## config.mk

```make
export PLATFORM = sky130hd
export DESIGN_NAME = asmi_reply_tx
export DESIGN_NICKNAME = d
export VERILOG_FILES = /design/src/rtl/asmi_reply_tx.sv
export SDC_FILE = /design/constraint.sdc
export NUM_CORES = 1
export LEC_CHECK = 0
export BUFFER_PORTS_ARGS = -buffer_cell sky130_fd_sc_hd__buf_2
export CAP_MARGIN = 20
export CORE_MARGIN = 5
export CORE_UTILIZATION = 35
export DETAILED_ROUTE_END_ITERATION = 6
export PLACE_DENSITY = 0.65
export SLEW_MARGIN = 10
export SYNTH_ARGS = -nofsm -noshare
export SYNTH_HDL_FRONTEND = slang
export SYNTH_SLANG_ARGS = --single-unit
```

## constraint.sdc

```tcl
create_clock -name clock -period 2.5 [get_ports clock]
set_input_delay 0 -clock clock [delete_from_list [all_inputs] [get_ports clock]]
set_output_delay 0 -clock clock [all_outputs]
set_load 0.005 [all_outputs]
```

## src/rtl/asmi_reply_tx.sv

```systemverilog
// asmi_reply_tx: builds and transmits the fixed-length reply frame that tells the
// host an erase has finished or that the next image block may be sent. It
// requests the shared Ethernet Tx path, streams the frame, and then acknowledges
// the flash programmer's level request once the last byte is accepted.
module asmi_reply_tx #(
   parameter int unsigned FRAME_LEN  = 60,
   parameter logic [7:0]  CODE_ERASE = 8'h01,
   parameter logic [7:0]  CODE_MORE  = 8'h02
) (
   input  logic        clock,
   input  logic        reset_n,
   input  logic        erase_done,
   input  logic        send_more,
   input  logic [15:0] checksum,
   output logic        erase_done_ACK,
   output logic        send_more_ACK,
   output logic        tx_req,
   input  logic        tx_grant,
   output logic [7:0]  tx_data,
   output logic        tx_valid,
   input  logic        tx_ready,
   output logic        tx_last,
   output logic [31:0] seq_num
);

   typedef enum logic [1:0] {
      IDLE = 2'd0,
      REQ  = 2'd1,
      SEND = 2'd2,
      ACK  = 2'd3
   } state_t;

   localparam logic [7:0] LAST_IDX = 8'(FRAME_LEN - 1);

   state_t      state;
   logic        erase_s1, erase_s2;
   logic        more_s1, more_s2;
   logic        is_erase;
   logic [15:0] csum_q;
   logic [7:0]  idx;
   logic [31:0] seq_q;
   logic [7:0]  status_code;
   logic [7:0]  next_idx;
   logic        req_still;

   // Header bytes: sequence number and checksum big-endian, zero padding after.
   function automatic logic [7:0] frame_byte(input logic [7:0]  i,
                                             input logic [31:0] seq,
                                             input logic [7:0]  code,
                                             input logic [15:0] cs);
      logic [7:0] b;
      case (i)
         8'd0:    b = seq[31:24];
         8'd1:    b = seq[23:16];
         8'd2:    b = seq[15:8];
         8'd3:    b = seq[7:0];
         8'd4:    b = code;
         8'd5:    b = cs[15:8];
         8'd6:    b = cs[7:0];
         default: b = 8'h00;
      endcase
      return b;
   endfunction

   assign status_code = is_erase ? CODE_ERASE : CODE_MORE;
   assign next_idx    = idx + 8'd1;
   // The request being acknowledged; the other one stays pending as a level.
   assign req_still   = is_erase ? erase_s2 : more_s2;
   assign seq_num     = seq_q;

   // Two-flop synchronisers for the programmer's request levels.
   always_ff @(posedge clock or negedge reset_n) begin
      if (!reset_n) begin
         erase_s1 <= 1'b0;
         erase_s2 <= 1'b0;
         more_s1  <= 1'b0;
         more_s2  <= 1'b0;
      end else begin
         erase_s1 <= erase_done;
         erase_s2 <= erase_s1;
         more_s1  <= send_more;
         more_s2  <= more_s1;
      end
   end

   // Reply FSM with registered Tx handshake, ACK outputs and sequence counter.
   always_ff @(posedge clock or negedge reset_n) begin
      if (!reset_n) begin
         state          <= IDLE;
         is_erase       <= 1'b0;
         csum_q         <= 16'h0000;
         idx            <= 8'd0;
         seq_q          <= 32'd0;
         tx_req         <= 1'b0;
         tx_valid       <= 1'b0;
         tx_last        <= 1'b0;
         tx_data        <= 8'h00;
         erase_done_ACK <= 1'b0;
         send_more_ACK  <= 1'b0;
      end else begin
         case (state)
            IDLE: begin
               if (erase_s2 || more_s2) begin
                  // Erase wins a tie; send_more stays pending and is served next.
                  is_erase <= erase_s2;
                  csum_q   <= checksum;
                  tx_req   <= 1'b1;
                  state    <= REQ;
               end
            end
            REQ: begin
               if (tx_grant) begin
                  idx      <= 8'd0;
                  tx_valid <= 1'b1;
                  tx_last  <= 1'b0;
                  tx_data  <= frame_byte(8'd0, seq_q, status_code, csum_q);
                  state    <= SEND;
               end
            end
            SEND: begin
               // Once granted, the frame runs to completion regardless of tx_grant.
               if (tx_valid && tx_ready) begin
                  if (idx == LAST_IDX) begin
                     tx_valid <= 1'b0;
                     tx_last  <= 1'b0;
                     tx_req   <= 1'b0;
                     seq_q    <= seq_q + 32'd1;
                     if (is_erase) begin
                        erase_done_ACK <= 1'b1;
                     end else begin
                        send_more_ACK  <= 1'b1;
                     end
                     state <= ACK;
                  end else begin
                     idx     <= next_idx;
                     tx_data <= frame_byte(next_idx, seq_q, status_code, csum_q);
                     tx_last <= (next_idx == LAST_IDX);
                  end
               end
            end
            ACK: begin
               if (!req_still) begin
                  erase_done_ACK <= 1'b0;
                  send_more_ACK  <= 1'b0;
                  state          <= IDLE;
               end
            end
            default: state <= IDLE;
         endcase
      end
   end

endmodule

```

==> flow_summary_export.csv, run 1 <==
group,metric,value,unit
floorplanning,die_h,117,um
critical_path,crit_path_top_delay_cell,"or4b_1",
global_route,antenna_found_initial,0,
place,port_buffers,66,
synthesis,synthCells,378,
floorplanning,die_x,117,um
critical_path,path_class,"flip-flop to flip-flop",
power,netSwitchingFraction,34.1,%
global_route,grt_max_degree,77,
global_route,grt_use_met3,3.34,%
power,pwr-share-comb,35.0,%
detailed_routing,wl,10400,um
synthesis,synth.area.mux_share,5.05,%
critical_path,path_cells,"ha_1 -> nand4_2 -> or4b_1 -> nor3_2 -> nand3_1 -> xnor2_1",
place,gp_congestion,0.955,
synthesis,yosys.area.top_type_share,47.6,%
floorplanning,die-area,13600,um2
critical_path,critPathBufInv,0,
detailed_routing,drc,0,
synthesis,yosysWarnings,0,
power,p_switching,1.63,mW
critical_path,cp-end-kind,"flip-flop",
floorplanning,start_util,35.3,%
timing,max_freq,0.444,GHz
clock_tree,root_buffer,"clkbuf_16",
synthesis,yosysSeqAreaShare,47.6,%
synthesis,synth_most_common_cell,"dfrtp_1",
synthesis,synthSimpleGateAreaFrac,18.2,%
synthesis,netlist_top_cells_area,"dfrtp_1 48%, xnor2_1 4.8%, mux2_2 4.8%",
synthesis,synthFlopType,"dfrtp_1",
clock_tree,path_clk_slew,0.06,ns
timing,worstMarginPinSlew,0.952,ns
floorplanning,placementRows,39,
critical_path,critPathLaunchType,"flip-flop",
power,seq_power_share,35.7,%
timing,post-route-period-util,90.1,%
cells_and_area,utilization,44.8,%
synthesis,syn-num-nets,410,
detailed_routing,drtIter0Drc,281,
place,place_area,4530,um2
status,status,"finished, final reports clean",
synthesis,synth_compound_gate_area_share,15.0,%
detailed_routing,routedWlPerCell,16.7,um
synthesis,syn_avg_cell_area,10.6,um2
critical_path,cp.required,2.71,ns
clock_tree,cts_max_level,3,
detailed_routing,vias,3361,
global_route,gr-usage-all-layers,16.1,%
synthesis,netlist_area,3990,um2
timing,finalCriticalPeriod,2.25,ns
floorplanning,io_pins,67,
cells_and_area,fin_area,5080,um2
cells_and_area,drive_above_1_share,26.8,%
global_route,globalRouteOverflowTotal,0,
cells_and_area,n_fill_cell,1061,
hold_path,hold_class,"primary input to flip-flop",
timing,fin_ws,0.248,ns
critical_path,cp_top_family,"simple AND/OR/NAND/NOR gates",
detailed_routing,ant_nets,0,
global_route,grt_pass1_wl,17200,um
power,p_leak,2.30,nW
synthesis,yosysUniqueCellTypes,55,
power,p_per_area,941,nW/um2
floorplanning,coreArea,11300,um2
synthesis,synth.cells.most_frequent,"76 x dfrtp_1, 38 x nand2_1, 22 x xnor2_1",
clock_tree,clock_latency,0.33,ns
cells_and_area,nets,505,
global_route,busiest_layer,"met2",
timing,maxSlewHeadroom,36.5,%
global_route,grt_pass1_vias,3288,
power,internal_power,3.15,mW
clock_tree,cts_sinks,76,
synthesis,synth-seq-cells,76,
place,placed_cells,584,
place,hpwlAfterDp,7650,um
power,clkPwrFrac,29.3,%
clock_tree,cts_tree,"built",
synthesis,synth_top_family_by_area,"simple AND/OR/NAND/NOR gates",
timing,drv_slew,0,
job,drv_cap,0,
global_route,globalRouteMet1Util,22.7,%
synthesis,synth_area_leader_cell,"dfrtp_1",
synthesis,synth_edf_count,0,
cells_and_area,area_delta_synth_final,27.2,%
synthesis,synthAdderAreaFrac,3.13,%
cells_and_area,fin_cells,621,
detailed_routing,first_pass_iters,6,
timing,setup_tns,0,ns
detailed_routing,routed_via_density,5.41,
timing,hold_viol_final,0,
clock_tree,clk_path_buf_depth,2,
timing,setup_viol,0,
synthesis,synth-xor-area-share,7.02,%
timing,fin_hold_ws,0.152,ns
timing,rsz0062_at_grt,"no",
place,dp_slack,0.183,ns
global_route,met2_usage,25.3,%
timing,finalClockSkew,0.00580,ns
critical_path,max_stage_delay,0.65,ns
critical_path,arrival,2.46,ns
critical_path,cp_max_fo,12,
cells_and_area,antenna_cells,0,
synthesis,synthArstFlopShare,100,%
clock_tree,numCtsBuffers,9,
power,power,4.78,mW
power,ir_worst_vdd,0.000626,V
==> kinds of logic after synthesis <==
kind of cell               count (synthesis)
AOI/OAI and AO/OA                         77
xor gates and xnor gates                  32
adders and majority gates                 10
buffers and inverters                     38
DFF                                       76
muxes                                     18
and+or+nand+nor                          127
==> area by class of cell <==
cell class / instances / area [um2] / share of cell area, %
Multi-Input combinational cell: 264 / 1950 / 38.3
Inverter: 21 / 78.8 / 1.55
Clock buffer: 10 / 239 / 4.71
Tap cell: 143 / 179 / 3.52
Sequential cell: 76 / 1900 / 37.5
Timing Repair Buffer: 101 / 646 / 12.7
Clock inverter: 6 / 87.6 / 1.72
==> power by group through the flow <==
stage                     clock [mW]  combinational, mW  sequential, mW
after global placement             0               1.56            1.71
after global routing            1.48               1.87            1.73
after detailed placement           0               1.61            1.72
final                           1.40               1.67            1.71
after CTS                       1.43               1.64            1.70
after floorplan                    0               1.13            1.65
==> final timing paths <==
kind | cells past startpoint | endpoint | startpoint | slack, ns
min in group asynchronous | 2 | seq_num[23]$_DFFE_PN0P_ | reset_n | 0.37
max in group asynchronous | 2 | more_s2$_DFF_PN0_ | reset_n | 1.52
setup / recovery | 6 | seq_num[9]$_DFFE_PN0P_ | idx[0]$_DFFE_PN0P_ | 0.25
hold reg to reg | 0 | more_s2$_DFF_PN0_ | more_s1$_DFF_PN0_ | 0.35
hold / removal | 4 | tx_req$_DFFE_PN0P_ | tx_ready | 0.15
setup reg to reg | 6 | seq_num[9]$_DFFE_PN0P_ | idx[0]$_DFFE_PN0P_ | 0.25
==> layout by cell type (no fill, tap or decap), drive strengths merged, types with 2 or more instances in the layout <==
cell type,synthesis,layout
o21ai,15,15
buf,7,81
clkinvlp,0,3
a211o,2,2
xor2,10,10
mux2,17,17
inv,21,21
a31oi,5,5
xnor2,22,22
nor2b,4,4
o22a,8,8
ha,10,10
a222oi,10,10
nand2,39,39
and4,3,3
nor4,5,5
nand4,12,12
dlygate4sd3,0,20
or3,5,5
dfrtp,76,76
nand2b,4,4
a32oi,3,3
nor2,17,17
a22oi,6,6
nand3,16,16
o221ai,8,8
a21oi,3,3
nor3,15,15
bufinv,0,2
a22o,5,5
a21o,4,4
clkbuf,10,10
==> timing repair <==
action	4_1_cts	5_1_grt
setup buffers	0	1
endpoints found under the setup margin	0	8
hold endpoints to repair	95	0
hold buffers	20	0
gates resized for setup	0	1
==> state kept, by name, indices dropped and copies added, names as in the netlist <==
signal	cells
idx	8
tx_valid	1
tx_data	8
seq_num	32
csum_q	16
state	2
tx_last	1
erase_done_ACK	1
erase_s2	1
erase_s1	1
more_s2	1
more_s1	1
is_erase	1
tx_req	1
send_more_ACK	1
==> layer usage <==
metal / part of all wire, % / wire, um / vias up
met1: 44 / 4540 / 1649
met3: 7.5 / 774 / 7
met5: 0 / 0 / -
met4: 0.86 / 89 / 0
li1: - / - / 1583
met2: 48 / 4960 / 122
==> worst register-to-register path, cell delays in order (launching register included) <==
cell and delay, ns:
dfrtp_1 0.55, ha_1 0.25, nand4_2 0.16, or4b_1 0.65
nor3_2 0.27, nand3_1 0.12, xnor2_1 0.14
(Power assumes the default switching activity.)
==> inputs of run 2 (changes only) <==
Settings changed: BUFFER_PORTS_ARGS -buffer_cell sky130_fd_sc_hd__buf_2 to default, CORE_ASPECT_RATIO from default to 1.4, DONT_BUFFER_PORTS from default to 1, PLACE_DENSITY 0.65 to 0.6.
==> run 2 against run 1 <==
Net effect:
- the flow now finishes with violations (design-rule violations)
- cell area is 6.3% lower
- clock skew is 0.0024 ns higher
- core utilization down 2.7 points
- via count fell by 7.5%
- critical path type unchanged
- critical endpoint is now tx_data[1]$_DFFE_PN0P_
- largest cell class unchanged
==> flow_summary_export.csv, run 2 (synthesis gave the netlist of run 1 again) <==
group,metric,value,unit
critical_path,cp_max_fo,12,
cells_and_area,drive_above_1_share,14.7,%
timing,worstMarginPinSlew,0.690,ns
timing,finalClockSkew,0.00818,ns
critical_path,path_cells,"a31o_2 -> a211o_1 -> a211oi_1 -> nand4b_1 -> o221ai_1",
timing,setup_viol,0,
floorplanning,coreArea,11300,um2
timing,maxSlewHeadroom,54.0,%
global_route,grt_max_degree,77,
clock_tree,postCtsSetupBuffers,0,
critical_path,rrSetupSlack,0.18,ns
cells_and_area,area_delta_synth_final,19.2,%
floorplanning,start_util,35.4,%
floorplanning,die_h,136,um
detailed_routing,vias,3108,
place,port_buffers,0,
detailed_routing,wl,10500,um
critical_path,r2r-end,"tx_data[1]$_DFFE_PN0P_",
critical_path,rr_startpoint,"idx[3]$_DFFE_PN0P_",
detailed_routing,first_pass_iters,7,
detailed_routing,routedWlPerCell,18.7,um
timing,rsz0062_at_grt,"no",
timing,finalCriticalPeriod,2.32,ns
status,violations,"design-rule violations",
clock_tree,numCtsBuffers,9,
cells_and_area,mostFrequentLayoutCells,"76 x dfrtp_1, 38 x nand2_1, 22 x xnor2_1, 22 x dlygate4sd3_1, 21 x inv_1",
floorplanning,placementRows,46,
hold_path,hold_class,"primary input to flip-flop",
clock_tree,hold_buffers,23,
critical_path,crit_path_top_delay_cell,"dfrtp_1",
detailed_routing,routed_via_density,5.55,
hold_path,whs_path_depth,4,
global_route,globalRouteOverflowTotal,0,
cells_and_area,nets,444,
critical_path,path_class,"flip-flop to flip-flop",
critical_path,critPathLaunchType,"flip-flop",
clock_tree,cts_max_level,3,
clock_tree,clock_latency,0.33,ns
cells_and_area,antenna_cells,0,
clock_tree,cts-resized-gates,0,
cells_and_area,largest_reg_flops,32,
critical_path,cp.required,2.74,ns
detailed_routing,ant_nets,0,
critical_path,rr_worst_depth,5,
cells_and_area,final_common_cell,"dfrtp_1",
job,drv_cap,0,
timing,max_freq,0.432,GHz
clock_tree,cts_tree,"built",
clock_tree,root_buffer,"clkbuf_16",
clock_tree,cts_sinks,76,
clock_tree,path_clk_slew,0.05,ns
power,power,4.51,mW
critical_path,cp-end-kind,"flip-flop",
floorplanning,die-area,13700,um2
power,ir_worst_vdd,0.000613,V
timing,hold_viol_final,0,
global_route,antenna_found_initial,0,
clock_tree,clk_path_buf_depth,2,
global_route,gr-usage-all-layers,16.2,%
floorplanning,io_pins,67,
power,p_per_area,948,nW/um2
timing,post-route-period-util,92.7,%
power,p_leak,2.05,nW
place,gp_congestion,0.892,
global_route,grt_pass1_wl,17100,um
hold_path,min_from,"tx_ready",
global_route,grt_pass1_vias,3187,
detailed_routing,drtIter0Drc,161,
critical_path,max_stage_delay,0.51,ns
detailed_routing,drc,2,
place,hpwlAfterDp,8090,um
cells_and_area,n_fill_cell,1108,
critical_path,arrival,2.55,ns
hold_path,whs_endpoint,"state[0]$_DFFE_PN0P_",
timing,setup_tns,0,ns
cells_and_area,utilization,42.2,%
status,status,"finished, violations left",
timing,drv_slew,0,
floorplanning,die_x,100,um
## run 2: changes by cell type in the layout (fill, tap and decap cells not counted), sizes merged
cell         delta
dlygate4sd3     +2
bufinv          -1
clkbuf          +3
buf            -63
clkinvlp        -3
## run 2: cell type report
type                            instances  area (um2)  share of cell area, %
Inverter                               21        78.8                   1.66
Sequential cell                        76        1900                   40.0
Multi-Input combinational cell        264        1930                   40.7
Tap cell                              144         180                   3.79
Clock inverter                          2        35.0                  0.737
Clock buffer                           13         250                   5.26
Timing Repair Buffer                   40         375                   7.89
## run 2: worst max path at each step
stage                               from                      to  slack (ns)  cells past startpoint
global placement      idx[0]$_DFFE_PN0P_  tx_data[3]$_DFFE_PN0P_        0.31                      6
CTS                 state[0]$_DFFE_PN0P_  tx_data[3]$_DFFE_PN0P_        0.23                      8
global route          idx[0]$_DFFE_PN0P_  tx_data[1]$_DFFE_PN0P_       0.006                      6
finish                idx[3]$_DFFE_PN0P_  tx_data[1]$_DFFE_PN0P_        0.18                      5
floorplan             idx[0]$_DFFE_PN0P_  tx_data[0]$_DFFE_PN0P_        0.36                      9
detailed placement  state[0]$_DFFE_PN0P_  tx_data[6]$_DFFE_PN0P_        0.23                      8
## run 2: per-stage QoR
stage               cells  setup slack [ns]  hold slack, ns  instance area (um2)
floorplan             378             0.364          -0.296                 3990
global placement      522             0.315          -0.292                 4220
detailed placement    522             0.232          -0.292                 4220
CTS                   560             0.228          0.0995                 4760
global route          560           0.00610           0.142                 4760
finish                560             0.183           0.108                 4760
## run 2: power by group
group / leakage (nW) / internal, mW / total, mW / switching, mW
clock network: 0.140 / 0.793 / 1.26 / 0.462
registers: 0.921 / 1.50 / 1.71 / 0.209
logic: 0.986 / 0.663 / 1.54 / 0.878
## run 2: routing by layer
| layer | track usage, % | wire [um] |
|---|---|---|
| met4 | 5.99 | 196 |
| met3 | 5.34 | 844 |
| met2 | 28.5 | 5600 |
| met1 | 17.9 | 3860 |
| met5 | 0 | 0 |
## run 2: worst max-delay path, delay by kind of cell (launching register included)
kind,cells,cell delay (ns)
flops,1,0.51
simple gates,1,0.44
compound gates,4,1.28
